==> config.mk <==
export PLATFORM = sky130hd
export DESIGN_NAME = msk_rnd_prng
export DESIGN_NICKNAME = d
export VERILOG_FILES = /design/src/rtl/msk_rnd_prng.sv
export SDC_FILE = /design/constraint.sdc
export NUM_CORES = 1
export LEC_CHECK = 0
export CAP_MARGIN = 15
export CORE_ASPECT_RATIO = 1.5
export CORE_UTILIZATION = 50
export CTS_BUF_LIST = sky130_fd_sc_hd__clkbuf_8 sky130_fd_sc_hd__clkbuf_16
export CTS_CLUSTER_DIAMETER = 100
export CTS_CLUSTER_SIZE = 30
export DETAILED_ROUTE_END_ITERATION = 7
export GPL_ROUTABILITY_DRIVEN = 1
export PLACE_DENSITY = 0.81
export SLEW_MARGIN = 20
export SYNTH_ARGS = -nofsm -noshare
export SYNTH_HDL_FRONTEND = slang
export SYNTH_SLANG_ARGS = --single-unit
==> constraint.sdc <==
create_clock -name clk -period 2.1 [get_ports clk]
set_input_delay 0.42 -clock clk [delete_from_list [all_inputs] [get_ports clk]]
set_output_delay 0.42 -clock clk [all_outputs]
set_load 0.005 [all_outputs]
==> src/rtl/msk_rnd_prng.sv <==
// Fresh-randomness source for a bank of masked AND gadgets.
// W parallel PRBS31 lanes, seeded over a word-serial handshake and warmed up before use.
module msk_rnd_prng #(
  parameter int unsigned D      = 2,
  parameter int unsigned W      = D * (D - 1),
  parameter int unsigned WARMUP = 64
) (
  input  logic         clk,
  input  logic         rst_n,
  input  logic         seed_start,
  input  logic [30:0]  seed_in,
  input  logic         seed_valid,
  output logic         seed_ready,
  input  logic         rnd_ready,
  output logic         rnd_valid,
  output logic [W-1:0] rnd,
  output logic         busy,
  output logic         zero_seed_err
);

  localparam int unsigned LW  = 31;
  localparam int unsigned CW  = (W > 1) ? $clog2(W) : 1;
  localparam int unsigned WCW = (WARMUP > 1) ? $clog2(WARMUP) : 1;

  typedef enum logic [1:0] {
    UNSEEDED = 2'd0,
    SEED     = 2'd1,
    WARM     = 2'd2,
    RUN      = 2'd3
  } state_t;

  state_t          state, state_nxt;
  logic [CW-1:0]   lane_cnt, lane_cnt_nxt;
  logic [WCW-1:0]  warm_cnt, warm_cnt_nxt;
  logic [LW-1:0]   lanes     [W];
  logic [LW-1:0]   lanes_nxt [W];
  logic            err_nxt;
  logic            adv;
  logic            load;
  logic [LW-1:0]   seed_word;

  // Next-state, lane update and sticky error computation.
  always_comb begin
    state_nxt    = state;
    lane_cnt_nxt = lane_cnt;
    warm_cnt_nxt = warm_cnt;
    lanes_nxt    = lanes;
    err_nxt      = zero_seed_err;
    adv          = 1'b0;
    load         = 1'b0;
    seed_word    = (seed_in == '0) ? LW'(1) : seed_in;

    unique case (state)
      UNSEEDED: begin
      end
      SEED: begin
        if (seed_valid && seed_ready && !seed_start) begin
          load         = 1'b1;
          lane_cnt_nxt = CW'(lane_cnt + 1'b1);
          if (lane_cnt == CW'(W - 1)) begin
            lane_cnt_nxt = '0;
            warm_cnt_nxt = '0;
            state_nxt    = (WARMUP > 0) ? WARM : RUN;
          end
        end
      end
      WARM: begin
        adv          = 1'b1;
        warm_cnt_nxt = WCW'(warm_cnt + 1'b1);
        if (warm_cnt == WCW'(WARMUP - 1)) begin
          state_nxt = RUN;
        end
      end
      RUN: begin
        adv = rnd_valid && rnd_ready;
      end
      default: begin
      end
    endcase

    // Reseed request wins over any word offered in the same cycle.
    if (seed_start) begin
      state_nxt    = SEED;
      lane_cnt_nxt = '0;
    end

    if (adv) begin
      for (int k = 0; k < int'(W); k++) begin
        lanes_nxt[k] = {lanes[k][29:0], lanes[k][30] ^ lanes[k][27]};
      end
    end

    if (load) begin
      lanes_nxt[lane_cnt] = seed_word;
      if (seed_in == '0) begin
        err_nxt = 1'b1;
      end
    end
  end

  // State, counters, lanes and registered status outputs.
  always_ff @(posedge clk or negedge rst_n) begin
    if (!rst_n) begin
      state         <= UNSEEDED;
      lane_cnt      <= '0;
      warm_cnt      <= '0;
      zero_seed_err <= 1'b0;
      seed_ready    <= 1'b0;
      rnd_valid     <= 1'b0;
      busy          <= 1'b0;
      for (int k = 0; k < int'(W); k++) begin
        lanes[k] <= LW'(1);
      end
    end else begin
      state         <= state_nxt;
      lane_cnt      <= lane_cnt_nxt;
      warm_cnt      <= warm_cnt_nxt;
      zero_seed_err <= err_nxt;
      seed_ready    <= (state_nxt == SEED);
      rnd_valid     <= (state_nxt == RUN);
      busy          <= (state_nxt == SEED) || (state_nxt == WARM);
      for (int k = 0; k < int'(W); k++) begin
        lanes[k] <= lanes_nxt[k];
      end
    end
  end

  // Output bit k is the MSB of lane k, taken directly from the lane register.
  for (genvar g = 0; g < int'(W); g++) begin : g_rnd
    assign rnd[g] = lanes[g][30];
  end

endmodule

# ---- Yosys cells after proc, flatten, opt, wreduce, memory -nomap -nowiden
# Cells that the tools add are included.
dict set report classes {
  add_sub_neg 2
  magnitude_cmp 2
  eq_ne 9
  mux 21
  bitwise 3
  n_reduce_logical 13
}
# operator n
set op_table {}
lappend op_table {{$mux W62} 2}
lappend op_table {{$bwmux W62} 1}
lappend op_table {{$mux W31} 2}
lappend op_table {{$demux W31 S1} 1}
lappend op_table {{$logic_not A31 Y1} 1}
lappend op_table {{$mux W6} 2}
lappend op_table {{$pmux W6 S2} 1}
lappend op_table {{$eq A2 B2 Y1 const B} 4}
lappend op_table {{$mux W2} 4}
lappend op_table {{$add A6 B1 Y6 const B} 1}
lappend op_table {{$eq A6 B6 Y1 const B} 1}
lappend op_table {{$mux W1} 6}
lappend op_table {{$reduce_bool A2 Y1} 3}
lappend op_table {{$eq A2 B1 Y1 const B} 2}
lappend op_table {{$logic_and A1 B1 Y1} 4}
lappend op_table {{$ne A2 B2 Y1 const B} 2}
lappend op_table {{$pmux W2 S2} 1}
lappend op_table {{$reduce_and A2 Y1} 2}
lappend op_table {{$reduce_and A3 Y1} 1}
lappend op_table {{$ge A2 B2 Y1 const B} 1}
lappend op_table {{$lt A2 B1 Y1 const B} 1}
lappend op_table {{$not A1 Y2} 1}
lappend op_table {{$pmux W1 S2} 1}
lappend op_table {{$xor A1 B1 Y1} 2}
lappend op_table {{other kinds (3)} 3}
dict set report totals {
  register_bits 75
  in_bits 36
  output_inout_bits 6
  elab_cells 59
}

# ---- Longest topological paths before layout
dict set report logic_depth {
  ltp_word 7
  ltp_mapped 9
}

# ---- Least setup slack after synthesis
# No wires, ideal clock.
dict set report synth_timing {
  kind {register to register}
  from {register state[1]}
  to {register busy}
  setup_time_ns 0.113
  t_arrival_ns 1.651
  t_required_ns 1.987
  path_slack_ns 0.337
  stages_incl_launch_ff 10
  cell_sequence {dfrtp_1 -> inv_1 -> ha_1 -> buf_4 -> and4b_1 -> nand2_2 -> a21o_1 -> a21o_1 -> ha_1 -> inv_1}
}
dict set report synth_via {
  elab_chain_cells 6
  elab_cells_between_ends 10
  cone_classes {eq/ne (4); mux (5); reduce/logical (1)}
}
# element line_no
set synth_lines {}
lappend synth_lines {{from (decl)} 32} ;# state_t state, state_nxt;
lappend synth_lines {{from (signal assigned)} 115} ;# state <= state_nxt;
lappend synth_lines {{$mux W2} 60} ;# if (lane_cnt == CW'(W - 1)) begin
lappend synth_lines {{$mux W2} 57} ;# if (seed_valid && seed_ready && !seed_start) begin
lappend synth_lines {{$pmux W2 S2 *} 53} ;# unique case (state)
lappend synth_lines {{$mux W2 *} 82} ;# if (seed_start) begin
lappend synth_lines {{$eq A2 B1 Y1 or $eq A2 B2 Y1 (tied branches)} 121} ;# busy <= (state_nxt == SEED) || (state_nxt == WARM);
lappend synth_lines {{$logic_or A1 B1 Y1 *} 121}
lappend synth_lines {{to (signal assigned)} 121}
lappend synth_lines {{to (decl)} 17} ;# output logic busy,
# Every way passes the cells marked *; elsewhere a longest branch is shown, timed or not.
# A chain may end at the register's enable or synchronous reset.

==> out/summary.txt <==
Post-Synth XOR/XNOR Area -> 0.714%
Post-synth EDFFs -> 0
fmax -> 0.567 GHz
post-synthesis mux area share -> 16.6%
total grt overflow -> 0
largest net degree at the start of global routing -> 76
Post-CTS Resized -> 0
Mapped Nets -> 394
die width -> 72.1 um
n_diodes -> 0
most frequent cells in the layout -> dfrtp_1 (73), mux2i_1 (61), clkdlybuf4s50_1 (40), nor2_1 (36)
post-synthesis to final-layout area growth -> 19.8%
Initial Util -> 51.3%
crit path time final -> 1760 ps
row count -> 38
main flop type after synthesis -> dfrtp_1
Seq/Total Area, Yosys -> 51.0%
Vias -> 2652
PD cells -> 1150 nW/um^2
slew margin rel. -> 72.2%
number of max-cap violations -> 0
Crit Reg-Reg Startpoint -> state[1]$_DFF_PN0_
filler cell count -> 595
first-pass GRT wire length -> 11900 um
drt drc -> 0
Setup TNS -> 0 ps
Slew Limit Fails -> 0
Final Setup Violations -> 0
dpl hpwl -> 4950 um
Antenna Nets Post-Route -> 0
die area -> 7720 um^2
vias per std cell -> 5.36
Core Region -> 7180 um^2
Bufs on Longest Clock Path -> 2
class of the worst hold path -> input port to asynchronous set/reset pin
Clk Latency, worst-skew pair -> 360 ps
total wire length -> 7120 um
Die Height -> 107 um
Util after Layout -> 61.5%
clk sinks -> 75
Seq cells post-synth -> 75
Syn Inst Count -> 351
total track usage -> 20.1%
Yosys warnings -> 0
First-pass DRT Iterations -> 4
main combinational cell family by area after synthesis -> multiplexers
Pleak -> 0.00224 uW
Mapped Area -> 3680 um^2
Synth Area in Simple Gates -> 11.8%
post-synthesis adder-cell area fraction -> 2.38%
Setup Buffers After CTS -> 0
Async SR Flop Fraction -> 100%
hold-fix buffers at CTS -> 0
Hold Vio Cnt, Final -> 0
Setup Skew -> 6.78 ps
worst vdd ir -> 0.539 mV
Cell variety after synth -> 39
CTS tree -> done
Worst Setup Start Kind -> register
Routability Congestion -> 0.771
H-tree depth -> 3
reg2reg end -> lanes[31]$_DFF_PN1_
clock-pin slew on the worst setup and hold paths -> 80 ps
fin crit share -> 84.0%
initial antenna violation count -> 0
Worst R2R Path Depth -> 8
Worst-Margin Slew -> 413 ps
DR WL/cell -> 14.4 um
Layout Nets -> 433
status -> complete, no violations
Worst Path Arrival -> 2050 ps
Iteration-0 DRC Markers -> 147
vias in the first global route -> 2702
share of cells above drive strength 1 -> 8.86%
CP required -> 2390 ps
crit end category -> register
RSZ-0062 raised after global routing -> false
Setup CP Type -> register to register
commonest non-fill, non-tap cell in the layout -> dfrtp_1
complex-gate fraction of the synthesized area -> 12.8%
Port Buffers -> 41
R2R setup slack -> 340 ps
crit path max fanout -> 62
Avg Cell Area, Syn -> 10.5 um^2
Ports -> 42
CTS Buf Count -> 9
CTS Root Cell -> clkbuf_8
state kept, by name, summed over array words and instances (netlist names):
signal,flops
busy,1
lane_cnt,1
lanes,60
rnd,2
rnd_valid,1
seed_ready,1
state,2
warm_cnt,6
zero_seed_err,1
how the worst max path moves through the flow:
stage,from,to,slack [ps],cells past startpoint
2_1_floorplan,state[1]$_DFF_PN0_,busy$_DFF_PN0_,340,9
3_3_place_gp,seed_valid,busy$_DFF_PN0_,110,7
3_5_place_dp,seed_start,busy$_DFF_PN0_,70,8
4_1_cts,state[1]$_DFF_PN0_,lanes[31]$_DFF_PN1_,320,8
5_1_grt,state[1]$_DFF_PN0_,lanes[31]$_DFF_PN1_,220,8
6_report,state[1]$_DFF_PN0_,lanes[31]$_DFF_PN1_,340,8
cells in the mapped netlist, drive strengths merged (2+ instances only):
| master | n | share of area (%) |
|---|---|---|
| o22ai | 2 | 0.34 |
| mux2i | 61 | 17 |
| nand4 | 2 | 0.34 |
| inv | 5 | 0.51 |
| a21o | 4 | 0.82 |
| a211oi | 3 | 0.75 |
| xnor2 | 2 | 0.48 |
| nor4 | 7 | 1.2 |
| dfrtp | 73 | 50 |
| a31oi | 2 | 0.34 |
| nor3 | 3 | 0.85 |
| nor2 | 36 | 3.7 |
| dfstp | 2 | 1.4 |
| nand3 | 3 | 0.41 |
| buf | 21 | 3.8 |
| a21oi | 34 | 4.6 |
| clkbuf | 3 | 0.41 |
| nand2 | 35 | 3.6 |
| nand2b | 2 | 0.34 |
| ha | 7 | 2.4 |
| nand4b | 2 | 0.88 |
| o21ai | 33 | 4.5 |
through the flow:
step                area (um^2)  power (uW)  hold WS, ps  setup WS [ps]  cells
floorplan                  3680        3490          124            337    351
global placement           4220        3900          477            108    479
detailed placement         4220        4010          481           67.7    479
CTS                        4410        5110         85.8            319    495
global route               4410        5440          104            217    495
finish                     4410        5060         75.5            336    495
worst max-delay path: stages, from the launching register on:
cell      delay [ps]
dfrtp_1          420
inv_1             70
ha_1             150
buf_4            160
nand3_1          160
nor3_4           200
buf_12           250
nand2b_1          80
o22a_1           170
cell families after synthesis:
family,Yosys count
and+or+nand+nor,92
AOI/OAI and AO/OA,84
DFF,75
muxes,61
buffers and inverters,29
adders and majority gates,7
xor gates and xnor gates,3
layout make-up:
cell class	count	area [um^2]	share of cell area (%)
flip-flops and latches	75	1880	42.6
well taps	100	125	2.84
multi-input cells	247	1650	37.3
repair buffers	52	551	12.5
clock buffers	10	138	3.12
clock inverters	6	56.3	1.28
inverters	5	18.8	0.425
where the power goes:
part | switching [uW] | internal [uW]
clock | 520 | 570
combinational | 709 | 759
sequential | 408 | 2100
total | 1640 | 3430
per-layer routing:
| layer | up-vias | track usage [%] | part of all wire, % |
|---|---|---|---|
| li1 | 1318 | - | - |
| met3 | 16 | 5.64 | 3.0 |
| met1 | 1286 | 22.6 | 41 |
| met4 | 0 | 8.68 | 2.3 |
| met5 | - | 0 | 0 |
| met2 | 32 | 35.1 | 54 |
(Power assumes the default switching activity.)
